File: config.mk
export PLATFORM = sky130hd
export DESIGN_NAME = sici_pcs_gearbox
export DESIGN_NICKNAME = d
export VERILOG_FILES = /design/src/rtl/sici_pcs_pkg.sv /design/src/rtl/sici_pcs_gearbox.sv
export SDC_FILE = /design/constraint.sdc
export NUM_CORES = 1
export LEC_CHECK = 0
export BUFFER_PORTS_ARGS = -buffer_cell sky130_fd_sc_hd__buf_2
export CAP_MARGIN = 20
export CORE_ASPECT_RATIO = 1.75
export CORE_UTILIZATION = 42
export DETAILED_ROUTE_END_ITERATION = 8
export SYNTH_ARGS = -nofsm -noshare
export SYNTH_HDL_FRONTEND = slang
export SYNTH_SLANG_ARGS = --single-unit
File: constraint.sdc
create_clock -name Ck -period 5.2 [get_ports Ck]
set_input_delay 1.04 -clock Ck [delete_from_list [all_inputs] [get_ports Ck]]
set_output_delay 1.04 -clock Ck [all_outputs]
set_load 0.02 [all_outputs]
File: src/rtl/sici_pcs_pkg.sv
// Constants and helpers shared by the SICI PCS receive path (gearbox and frame synchroniser).
package sici_pcs_pkg;

  localparam int SICI_IW = 32;
  localparam int SICI_FW = 96;

  function automatic int clog2(input int v);
    int r;
    r = 0;
    while ((1 << r) < v) r++;
    return r;
  endfunction

endpackage

File: src/rtl/sici_pcs_gearbox.sv
// Receive gearbox: packs IW-bit words into FW-bit frames with a one-bit slip for sync hunting.
// Optional slip statistics counter enabled by defining SICI_GBX_STAT_EN.
module sici_pcs_gearbox
  import sici_pcs_pkg::*;
#(
  parameter int IW = SICI_IW,
  parameter int FW = SICI_FW
) (
  input  logic          Ck,
  input  logic          Rs,
  input  logic          In_Vld,
  input  logic [IW-1:0] In_Dat,
  input  logic          Bit_Slp,
  output logic          Out_Vld,
  output logic [FW-1:0] Out_Dat
`ifdef SICI_GBX_STAT_EN
  ,
  output logic [15:0]   Slp_Cnt
`endif
);

  localparam int BW = FW + IW;
  localparam int CW = clog2(BW + 1);
  localparam logic [CW-1:0] FW_C  = CW'(FW);
  localparam logic [CW-1:0] IW_C  = CW'(IW);
  localparam logic [CW-1:0] ONE_C = CW'(1);

  // Oldest bit sits at the MSB; bits below the valid count are always zero.
  logic [BW-1:0] sreg;
  logic [CW-1:0] cnt;
  logic          pend;

  logic          emit;
  logic          req;
  logic          slip_x;
  logic [CW-1:0] rem;
  logic [CW-1:0] cnt_rem;
  logic [CW-1:0] cnt_nxt;
  logic [BW-1:0] kept;
  logic [BW-1:0] word_al;
  logic [BW-1:0] sreg_nxt;

  always_comb begin
    emit     = (cnt >= FW_C);
    req      = pend | Bit_Slp;
    slip_x   = req & ~emit & (cnt != '0);
    rem      = emit ? FW_C : (slip_x ? ONE_C : '0);
    kept     = sreg << rem;
    cnt_rem  = cnt - rem;
    // New word lands directly behind whatever survives this cycle's removal.
    word_al  = {In_Dat, {FW{1'b0}}} >> cnt_rem;
    sreg_nxt = In_Vld ? (kept | word_al) : kept;
    cnt_nxt  = In_Vld ? (cnt_rem + IW_C) : cnt_rem;
  end

  always_ff @(posedge Ck) begin
    if (Rs) begin
      sreg    <= '0;
      cnt     <= '0;
      pend    <= 1'b0;
      Out_Vld <= 1'b0;
      Out_Dat <= '0;
    end else begin
      sreg    <= sreg_nxt;
      cnt     <= cnt_nxt;
      pend    <= req & ~slip_x;
      Out_Vld <= emit;
      if (emit) Out_Dat <= sreg[BW-1 -: FW];
    end
  end

`ifdef SICI_GBX_STAT_EN
  always_ff @(posedge Ck) begin
    if (Rs)
      Slp_Cnt <= '0;
    else if (slip_x && (Slp_Cnt != 16'hFFFF))
      Slp_Cnt <= Slp_Cnt + 16'd1;
  end
`endif

endmodule

==> After elaboration in Yosys (flattened, before gate mapping) <==
Index checks and enable logic that the tools add are counted.
{ "word_totals": {"regBits": 234, "out_inout_bits": 97, "elab_cells": 22} }
{ "classes": {"addsub": 2, "magnitude_cmp": 1, "shift": 2, "muxes": 4, "n_bitwise": 7, "reduce_logical": 1} }
{ "op_table": {"columns": ["operator", "n"], "rows": [
  ["2-to-1 mux 128 bit", 1],
  ["bitwise OR 128 bit", 1],
  ["<< shifter 128 x 7 -> 128 bit", 1],
  ["right shift 128 x 8 -> 128 bit", 1],
  ["adder 8 x 6 -> 8 bit (second input constant)", 1],
  ["greater-or-equal comparator 8 x 7 -> 1 bit (second input constant)", 1],
  ["2-to-1 mux 8 bit", 1],
  ["nonzero test 8 bit", 1],
  ["subtractor 8 x 7 -> 8 bit", 1],
  ["2-to-1 mux 7 bit", 1],
  ["AND 1 bit", 3],
  ["NOT 1 bit", 2],
  ["2-to-1 mux 1 bit", 1],
  ["bitwise OR 1 bit", 1]
]} }

==> Logic depth before layout (Yosys ltp) <==
Gate-level depths: netlist of run 1.
{ "logic_depth": {"ltp_word": 10, "ltp_mapped": 19, "mapped_depth_nobuf": 14} }

==> Worst setup path after synthesis of run 1 <==
No wires, ideal clock.
{ "synth_timing": {"path_kind": "input-to-reg", "start": "in Bit_Slp", "end": "reg sreg[57]", "setup_time_ns": 0.060, "arrival_time_ns": 4.754, "required_time_ns": 5.140, "setup_slack_ns": 0.386, "path_stages": 17, "cell_sequence": "o32ai_1 or2_2 clkbuf_1 inv_2 clkbuf_1 buf_2 ha_1 ha_1 buf_2 or4b_1 a21oi_2 xor2_2 inv_4 or4_1 buf_2 nor3_2 a311o_1"} }
{ "synth_via": {"elab_chain_cells": 9, "elab_cells_between_ends": 10} }
{ "synth_rtl": {"columns": ["item", "line_no", "source"], "rows": [
  ["start, declared", "sici_pcs_gearbox.sv:13", "input logic Bit_Slp,"],
  ["bitwise OR 1 bit (*)", "sici_pcs_gearbox.sv:45", "req = pend | Bit_Slp;"],
  ["AND 1 bit (*) (2 in series)", "sici_pcs_gearbox.sv:46", "slip_x = req & ~emit & (cnt != '0);"],
  ["2-to-1 mux 1 bit (*)", "sici_pcs_gearbox.sv:47", "rem = emit ? FW_C : (slip_x ? ONE_C : '0);"],
  ["2-to-1 mux 7 bit (*)", "sici_pcs_gearbox.sv:47", null],
  ["subtractor 8 x 7 -> 8 bit", "sici_pcs_gearbox.sv:49", "cnt_rem = cnt - rem;"],
  ["right shift 128 x 8 -> 128 bit", "sici_pcs_gearbox.sv:51", "word_al = {In_Dat, {FW{1'b0}}} >> cnt_rem;"],
  ["bitwise OR 128 bit", "sici_pcs_gearbox.sv:52", "sreg_nxt = In_Vld ? (kept | word_al) : kept;"],
  ["2-to-1 mux 128 bit (*)", "sici_pcs_gearbox.sv:52", null],
  ["end signal, assigned", "sici_pcs_gearbox.sv:64", "sreg <= sreg_nxt;"],
  ["end, declared", "sici_pcs_gearbox.sv:29", "logic [BW-1:0] sreg;"]
]} }
Every way passes the cells marked *; elsewhere a longest branch is shown, timed or not.
A chain may end at the register's enable or synchronous reset.

==> Worst setup path after layout of run 1 <==
{ "layout_timing": {"start": "reg cnt[3]", "end": "reg sreg[67]"} }
{ "layout_via": {"elab_chain_cells": 10, "elab_cells_between_ends": 12} }
{ "layout_rtl": {"columns": ["item", "line_no", "source"], "rows": [
  ["start, declared", "sici_pcs_gearbox.sv:30", "logic [CW-1:0] cnt;"],
  ["start signal, assigned", "sici_pcs_gearbox.sv:65", "cnt <= cnt_nxt;"],
  ["greater-or-equal comparator 8 x 7 -> 1 bit", "sici_pcs_gearbox.sv:44", "emit = (cnt >= FW_C);"],
  ["NOT 1 bit", "sici_pcs_gearbox.sv:46", null],
  ["AND 1 bit (2 in series)", "sici_pcs_gearbox.sv:46", null],
  ["2-to-1 mux 1 bit", "sici_pcs_gearbox.sv:47", null],
  ["2-to-1 mux 7 bit", "sici_pcs_gearbox.sv:47", null],
  ["subtractor 8 x 7 -> 8 bit", "sici_pcs_gearbox.sv:49", null],
  ["right shift 128 x 8 -> 128 bit", "sici_pcs_gearbox.sv:51", null],
  ["bitwise OR 128 bit", "sici_pcs_gearbox.sv:52", null],
  ["2-to-1 mux 128 bit (*)", "sici_pcs_gearbox.sv:52", null]
]} }
Marked as above.

==> flow_metrics.env, run 1 <==
export IMPL_final_common_cell="nand2_1"
export IMPL_remaining_drc_errors=0
export IMPL_routed_wl_um=48120
export IMPL_crit_arrival_ns=5.12
export IMPL_busiest_layer="met2"
export IMPL_grt_max_degree=101
export IMPL_clk_pin_slew_ns=0.07
export IMPL_fin_crit_ns=4.666
export IMPL_rows=83
export IMPL_synth_cells=1504
export IMPL_syn_mean_instance_area_um2=8.436
export IMPL_ff2ff_path_depth=14
export IMPL_crit_path_end_kind="register"
export IMPL_grt_pass1_vias=11710
export IMPL_tritoncts="yes"
export IMPL_crit_buf_inv=3
export IMPL_setup_ws_ns=0.5342
export IMPL_cpMaxStageDelayCell="mux2i_1"
export IMPL_grt_overflow=0
export IMPL_status="finished clean"
export IMPL_routed_via_density=6.108
export IMPL_drt_iter0_markers=1088
export IMPL_clock_sinks=234
export IMPL_grt_usage_pct=30.92
export IMPL_yosys_area_share_simple_pct=16.38
export IMPL_crit_top_cell="mux2i_1"
export IMPL_netlist_area_um2=12690
export IMPL_grt_antenna_before_repair=0
export IMPL_num_vias=12140
export IMPL_multi_input_area_um2=7513
export IMPL_met3_usage_pct=3.864
export IMPL_drtAntennaViolNets=0
export IMPL_cts_buffers=22
export IMPL_hold_viol=0
export IMPL_synthArstFlopShare_pct=0
export IMPL_syn_nets=1546
export IMPL_port_buffers=132
export IMPL_r2r_setup_slack_ns=0.53
export IMPL_ctsResizeCount=0
export IMPL_design_core_area_um2=29490
export IMPL_yosysSeqAreaShare_pct=36.92
export IMPL_yosysUniqueCellTypes=64
export IMPL_h_tree_depth=1
export IMPL_layout_common_cells="327 x nand2_1, 234 x dfxtp_1, 164 x a21oi_1, 133 x mux2i_1, 131 x buf_2"
export IMPL_cp_depth=14
export IMPL_cp_required_ns=5.65
export IMPL_synthAdderAreaFrac_pct=0.5917
export IMPL_grtUsageMet1_pct=36.88
export IMPL_drv_slew=0
export IMPL_whs_path_depth=2
export IMPL_fmax_mhz=214.3
export IMPL_synth_warning_count=0
export IMPL_synth_compound_area_share_pct=21.25
export IMPL_finalSetupTns_ns=0
export IMPL_tightest_slew_ns=1.083
export IMPL_drive_above_1_share_pct=21.36
export IMPL_synth_mux_area_fraction_pct=19.46
export IMPL_max_stage_delay_ns=0.61
export IMPL_rr_endpoint="sreg[67]"
export IMPL_worstSetupStartpointType="register"
export IMPL_grt_pass1_wl_um=72690
export IMPL_post_drt_wl_per_cell_um=24.20
export IMPL_worstHoldPathType="reg2reg"
export IMPL_synth_edf_count=0
export IMPL_synth_top_flop_cell="dfxtp_1"
export IMPL_finalCritPeriodShare_pct=89.73
export IMPL_rsz0062_at_grt="false"
export IMPL_synth_xor_area_share_pct=0.9566
export IMPL_worstPathCellList="or3_1 > o32ai_4 > or2_4 > inv_2 > ha_1 > ha_1 > xnor2_2 > buf_4 > mux2i_1 > mux2i_1 > mux2i_1 > buf_4 > o221ai_1 > o2bb2ai_1"
export IMPL_seqCellArea_um2=4684
export IMPL_relSlewSlack_pct=27.33
export IMPL_critical_path_top_delay_family="compound AO/OA/AOI/OAI gates"
export IMPL_area_growth_pct=14.56
export IMPL_io_pins=133
export IMPL_antennaDiodeCount=0
export IMPL_dieArea_um2=30930
export IMPL_crit_type="reg2reg"
export IMPL_crit_fanout=30
export IMPL_gp_congestion=1.077
export IMPL_nets=1633
export IMPL_cts_setup_buffers=0
export IMPL_die_w_um=133.4
export IMPL_die_h_um=231.9
export IMPL_cts_root_buf="clkbuf_16"
export IMPL_hold_buffers=0
export IMPL_place_ws_ns=0.4724
export IMPL_cts_max_path_buffers=3
export IMPL_crit_start="cnt[3]"
export IMPL_start_util_pct=43.02
export IMPL_clock_latency_ns=0.53
export IMPL_rr_startpoint="cnt[3]"
export IMPL_grt_util_met2_pct=52.21
export IMPL_skew_ns=0.01082
export IMPL_maxCapViolations=0
export IMPL_fillCellCount=2956
export IMPL_fin_util_pct=49.28
export IMPL_hpwl_um=35590
export IMPL_crit_end="sreg[67]"
export IMPL_dr_pass1_iters=5
export IMPL_synth_top_family_by_area="compound AO/OA/AOI/OAI gates"
export IMPL_ys_ff_latch=234
export IMPL_setup_viol=0
==> final cells by class <==
| class | count | share of cell area, % |
|---|---|---|
| Clock buffer | 32 | 4.537 |
| Clock inverter | 7 | 0.2841 |
| Inverter | 10 | 0.2841 |
| Multi-Input combinational cell | 1135 | 51.70 |
| Sequential cell | 234 | 32.23 |
| Tap cell | 382 | 3.289 |
| Timing Repair Buffer | 188 | 7.679 |
==> cell families after synthesis <==
family,count (synthesis)
adders and majority gates,6
muxes,212
xor gates and xnor gates,13
buffers and inverters,135
DFF,234
AOI/OAI and AO/OA,403
and+or+nand+nor,501
==> worst min path at each step <==
stage | slack (ns) | endpoint | startpoint
CTS | 0.45 | Out_Dat[90] | Out_Dat[90]
finish | 0.45 | Out_Dat[1] | Out_Dat[1]
global route | 0.47 | Out_Dat[41] | Out_Dat[41]
global placement | 0.44 | Out_Dat[91] | Out_Dat[91]
detailed placement | 0.44 | Out_Dat[90] | Out_Dat[90]
floorplan | 0.44 | Out_Dat[95] | sreg[127]
==> cells in the mapped netlist, drive strengths merged (17+ instances only) <==
library cell | count | share of area (%)
mux4 | 22 | 3.9
o221ai | 24 | 1.7
mux2i | 133 | 10
buf | 44 | 1.7
nand2 | 327 | 9.7
o22ai | 51 | 2.5
dfxtp | 234 | 37
nor3 | 23 | 1.1
mux2 | 57 | 5.1
o21ai | 30 | 1.2
a221o | 18 | 1.4
nand3 | 17 | 0.67
a21oi | 165 | 6.5
clkbuf | 81 | 2.4
nor2 | 91 | 2.7
==> tightest hold or removal path: cells and delay by family (launching register included) <==
kind / cells / cell delay, ns
AOI/OAI and AO/OA: 1 / 0.05
and+or+nand+nor: 1 / 0.05
DFF: 1 / 0.31
==> per-layer routing <==
layer	share of wire [%]	vias to the layer above	wire (µm)
li1	-	5636	-
met1	38	5786	18430
met2	49	553	23550
met3	6.1	167	2955
met4	6.6	0	3185
met5	0	-	0
==> sequential cells by signal (all words and copies together), names as in the netlist <==
signal	flops
Out_Dat	96
sreg	128
pend	1
cnt	8
Out_Vld	1
==> stage by stage <==
stage          cell area, µm²  cells  hold slack, ns
3_5_place_dp            13820   1948          0.4426
6_report                14530   1988          0.4470
4_1_cts                 14520   1987          0.4502
3_3_place_gp            13820   1948          0.4357
2_1_floorplan           12690   1504          0.4357
5_1_grt                 14530   1988          0.4691
Power of run 1 is not shown: default switching activity piles up to over one toggle a cycle in this logic, so the estimate is an artifact.
==> inputs of run 2 (changes only) <==
==> constraint.sdc (replaced) <==
create_clock -name Ck -period 5.2 [get_ports Ck]
set_input_delay 0.52 -clock Ck [delete_from_list [all_inputs] [get_ports Ck]]
set_output_delay 0.52 -clock Ck [all_outputs]
set_load 0.02 [all_outputs]
==> run 2 against run 1 <==
Effect of this change: via count fell by 0.35%; wire length rose by 2.3%; cell area fell by 0.42%; register-to-register slack got worse by 0.05 ns; sequential share of layout area rose by 0.14 points; critical path depth fell by 2.
==> flow_metrics.env, run 2 (synthesized netlist as in run 1, its figures left out) <==
export IMPL_remaining_drc_errors=0
export IMPL_clock_latency_ns=0.54
export IMPL_layout_common_cells="327 x nand2_1, 234 x dfxtp_1, 164 x a21oi_1, 133 x mux2i_1, 131 x buf_2"
export IMPL_grt_pass1_wl_um=73130
export IMPL_grt_pass1_vias=11720
export IMPL_antennaDiodeCount=0
export IMPL_fmax_mhz=212.0
export IMPL_ff2ff_path_depth=12
export IMPL_drt_iter0_markers=972
export IMPL_grt_usage_pct=31.40
export IMPL_placed_cell_area_um2=13780
export IMPL_hpwl_um=36180
export IMPL_cts_max_path_buffers=3
export IMPL_clk_pin_slew_ns=0.08
export IMPL_tightest_slew_ns=1.099
export IMPL_grt_max_degree=90
export IMPL_top_regs="sreg: 128 flops, Out_Dat: 96 flops, cnt: 8 flops"
export IMPL_max_stage_delay_ns=0.83
export IMPL_fin_crit_ns=4.717
export IMPL_cp_required_ns=5.58
export IMPL_multi_input_area_um2=7513
export IMPL_dieArea_um2=30930
export IMPL_finalSetupTns_ns=0
export IMPL_routed_wl_um=49240
export IMPL_h_tree_depth=1
export IMPL_setup_ws_ns=0.4833
export IMPL_maxCapViolations=0
export IMPL_drive_above_1_share_pct=20.91
export IMPL_seqCellArea_um2=4684
export IMPL_crit_buf_inv=2
export IMPL_largest_register_ffs=128
export IMPL_whs_path_depth=3
export IMPL_design_core_area_um2=29490
export IMPL_skew_ns=0.01784
export IMPL_post_drt_wl_per_cell_um=24.88
export IMPL_die_h_um=231.9
export IMPL_rr_startpoint="cnt[3]"
export IMPL_hp_start="Bit_Slp"
export IMPL_crit_type="reg2reg"
export IMPL_cts_buffers=23
export IMPL_largest_register="sreg"
export IMPL_hold_buffers=0
export IMPL_worstPathCellList="or3_1 > o32ai_4 > or2_4 > inv_2 > ha_2 > buf_12 > mux2_2 > mux4_2 > mux2i_1 > nor2_1 > a21oi_1 > o22ai_1"
export IMPL_grt_antenna_before_repair=0
export IMPL_relSlewSlack_pct=25.97
export IMPL_die_w_um=133.4
export IMPL_cts_setup_buffers=0
export IMPL_num_vias=12100
export IMPL_start_util_pct=43.02
export IMPL_fillCellCount=2971
export IMPL_hold_viol=0
export IMPL_cpMaxStageDelayCell="mux2i_1"
export IMPL_crit_arrival_ns=5.09
export IMPL_port_buffers=132
export IMPL_crit_path_end_kind="register"
export IMPL_place_ws_ns=0.6989
export IMPL_rr_endpoint="sreg[22]"
export IMPL_critical_path_top_delay_family="multiplexers"
export IMPL_hold_path_end="pend"
export IMPL_worstSetupStartpointType="register"
export IMPL_status="finished clean"
export IMPL_fin_area_um2=14470
export IMPL_rsz0062_at_grt="false"
export IMPL_dr_pass1_iters=5
export IMPL_drtAntennaViolNets=0
export IMPL_final_common_cell="nand2_1"
export IMPL_gp_congestion=1.001
export IMPL_r2r_setup_slack_ns=0.48
export IMPL_tritoncts="yes"
export IMPL_drv_slew=0
export IMPL_area_growth_pct=14.07
export IMPL_nets=1624
export IMPL_worstHoldPathType="in2reg"
export IMPL_ctsResizeCount=0
export IMPL_rows=83
export IMPL_grt_overflow=0
export IMPL_finalCritPeriodShare_pct=90.71
export IMPL_cts_root_buf="clkbuf_16"
export IMPL_routed_via_density=6.114
export IMPL_crit_fanout=42
export IMPL_io_pins=133
export IMPL_clock_sinks=234
export IMPL_setup_viol=0
[run 2: changes by cell type in the layout (fill, tap and decap cells not counted), sizes merged]
cell | before | now
clkbuf | 32 | 31
buf | 188 | 178
clkinv | 6 | 8
[run 2: worst max-delay path by stage]
stage          cells after the start        to    from  slack (ns)
4_1_cts                           13  sreg[53]  cnt[2]        0.66
6_report                          12  sreg[22]  cnt[3]        0.48
3_5_place_dp                      13  sreg[53]  cnt[2]        0.70
5_1_grt                           12  sreg[38]  cnt[2]        0.32
3_3_place_gp                      13   sreg[8]  cnt[3]        0.75
2_1_floorplan                     19  sreg[57]  cnt[4]        0.65
[run 2: final cells by class]
| type | instances | area share (%) |
|---|---|---|
| clock buffer | 31 | 4.461 |
| sequential | 234 | 32.37 |
| clock inverter | 9 | 0.3545 |
| multi-input combinational | 1135 | 51.92 |
| inverter | 10 | 0.2853 |
| tap | 382 | 3.303 |
| timing repair buffer | 178 | 7.314 |
[run 2: worst min-delay path, stage by stage]
cell and delay, ns:
buf_2 0.13, nor2_1 0.10, nor3_1 0.05
[run 2: metrics by stage]
step | hold WS [ns] | cells | utilization (%)
2_1_floorplan | 0.4357 | 1504 | -
3_3_place_gp | 0.4370 | 1939 | 46.71
3_5_place_dp | 0.4429 | 1939 | 46.71
4_1_cts | 0.3050 | 1979 | 49.07
5_1_grt | 0.3428 | 1979 | 49.07
6_report | 0.3228 | 1979 | 49.07
[run 2: per-layer routing]
layer  global-route usage [%]  vias up  share of wire, %
li1                         -     5632                 -
met1                    36.05     5815                38
met2                    54.48      501                50
met3                    3.645      151               5.9
met4                    20.92        0               6.7
met5                        0        -                 0
Power of run 2 is left out for the same reason.
==> inputs of run 3 (changes only) <==
- CORE_ASPECT_RATIO: 1.75 -> 0.8
- PLACE_DENSITY: not set -> 0.63
- SLEW_MARGIN: not set -> 20
==> run 3 against run 2 <==
Effect of this change: worst hold slack worse by 0.027 ns; cell count rose by 1.7%; via count rose by 1.1%; maximum frequency down 1.1%; wire length fell by 1.3%; non-clock buffer count up 2; cell area grew 1.3%; highest routed layer unchanged; utilization increased by 0.64 points; die area about the same; count of clock-buffer cells in the layout rose by 5.
==> flow_metrics.env, run 3 (synthesized netlist as in run 1, its figures left out) <==
export IMPL_status="finished clean"
export IMPL_layout_cells_non_filler=2013
export IMPL_fmax_mhz=209.7
export IMPL_h_tree_depth=1
export IMPL_setup_ws_ns=0.4304
export IMPL_tightest_slew_ns=1.282
export IMPL_grt_pass1_vias=11270
export IMPL_worstSetupStartpointType="register"
export IMPL_fin_area_um2=14660
export IMPL_skew_ns=0.02305
export IMPL_ctsResizeCount=0
export IMPL_grt_usage_pct=31.11
export IMPL_rows=56
export IMPL_area_growth_pct=15.58
export IMPL_max_stage_delay_ns=0.96
export IMPL_drtAntennaViolNets=0
export IMPL_tritoncts="yes"
export IMPL_drt_iter0_markers=1077
export IMPL_setup_viol=0
export IMPL_dieArea_um2=30910
export IMPL_crit_top_cell="mux2i_1"
export IMPL_hold_buffers=0
export IMPL_final_common_cell="nand2_1"
export IMPL_crit_arrival_ns=5.20
export IMPL_crit_type="reg2reg"
export IMPL_cp_required_ns=5.63
export IMPL_clk_pin_slew_ns=0.06
export IMPL_largest_register="sreg"
export IMPL_clock_latency_ns=0.56
export IMPL_crit_fanout=22
export IMPL_remaining_drc_errors=0
export IMPL_cpMaxStageDelayCell="mux2i_1"
export IMPL_post_drt_wl_per_cell_um=24.15
export IMPL_grt_overflow=0
export IMPL_crit_path_end_kind="register"
export IMPL_place_ws_ns=0.6855
export IMPL_r2r_setup_slack_ns=0.43
export IMPL_port_buffers=132
export IMPL_fin_crit_ns=4.770
export IMPL_design_core_area_um2=29500
export IMPL_grt_antenna_before_repair=1
export IMPL_worstHoldPathType="in2reg"
export IMPL_gp_congestion=1.003
export IMPL_rsz0062_at_grt="false"
export IMPL_antennaDiodeCount=0
export IMPL_hold_viol=0
export IMPL_drive_above_1_share_pct=21.47
export IMPL_cts_setup_buffers=0
export IMPL_cts_max_path_buffers=3
export IMPL_drv_slew=0
export IMPL_cts_buffers=26
export IMPL_dr_pass1_iters=5
export IMPL_relSlewSlack_pct=12.08
export IMPL_maxCapViolations=0
export IMPL_nets=1629
export IMPL_cts_root_buf="clkbuf_16"
export IMPL_finalCritPeriodShare_pct=91.72
export IMPL_routed_via_density=6.077
export IMPL_routed_wl_um=48610
export IMPL_hpwl_um=34880
export IMPL_layout_common_cells="327 x nand2_1, 234 x dfxtp_1, 164 x a21oi_1, 133 x mux2i_1, 132 x buf_2"
export IMPL_die_w_um=196.3
export IMPL_finalSetupTns_ns=0
export IMPL_largest_register_ffs=128
export IMPL_clock_sinks=234
export IMPL_die_h_um=157.5
export IMPL_grt_pass1_wl_um=72620
export IMPL_top_regs="sreg: 128 flops, Out_Dat: 96 flops, cnt: 8 flops"
export IMPL_grt_max_degree=107
export IMPL_placed_cell_area_um2=13810
export IMPL_num_vias=12230
export IMPL_io_pins=133
export IMPL_dpl_cell_count=1964
export IMPL_worstPathCellList="or3_1 > o32ai_4 > or2_4 > inv_2 > ha_2 > buf_4 > mux2i_1 > mux2i_1 > mux2_2 > mux2i_1 > nor3_1 > a311o_1"
export IMPL_start_util_pct=43.01
run 3: changes by cell type in the layout (fill, tap and decap cells not counted), sizes merged:
cell,before,now
buf,178,180
clkinv,8,10
clkbuf,31,36
clkinvlp,1,2
run 3: final timing paths:
check | startpoint | depth (start not counted) | to
min | In_Vld | 3 | cnt[6]
min reg2reg | Out_Dat[46] | 2 | Out_Dat[46]
max | cnt[3] | 12 | sreg[16]
max reg2reg | cnt[3] | 12 | sreg[16]
run 3: worst max-delay path: cells and delay by family, from the launching register on:
family,cells,cell delay [ns]
AO/OA/AOI/OAI,2,0.61
adder cells (fa/ha/maj),1,0.68
buffers and inverters,2,0.34
flip-flops,1,0.42
multiplexers,4,1.75
AND/OR/NAND/NOR,3,0.83
run 3: per-layer routing:
| layer | vias up | track usage, % | share of wire (%) |
|---|---|---|---|
| li1 | 5650 | - | - |
| met4 | 0 | 8.743 | 2.8 |
| met3 | 81 | 8.357 | 9.3 |
| met2 | 569 | 46.72 | 43 |
| met5 | - | 0 | 0 |
| met1 | 5934 | 43.50 | 45 |
run 3: per-stage QoR:
stage / util, % / hold WS, ns
2_1_floorplan: - / 0.4357
3_3_place_gp: 46.83 / 0.4365
3_5_place_dp: 46.83 / 0.4402
4_1_cts: 49.69 / 0.2802
5_1_grt: 49.71 / 0.3153
6_report: 49.71 / 0.2957
run 3: cell type report:
| class | count | area (µm²) |
|---|---|---|
| clock inverters | 12 | 87.58 |
| well taps | 406 | 508.0 |
| repair buffers | 180 | 1071 |
| inverters | 10 | 41.29 |
| multi-input cells | 1135 | 7513 |
| fillers | 2928 | 14830 |
| flip-flops and latches | 234 | 4684 |
| clock buffers | 36 | 758.2 |
Power of run 3 is left out for the same reason.
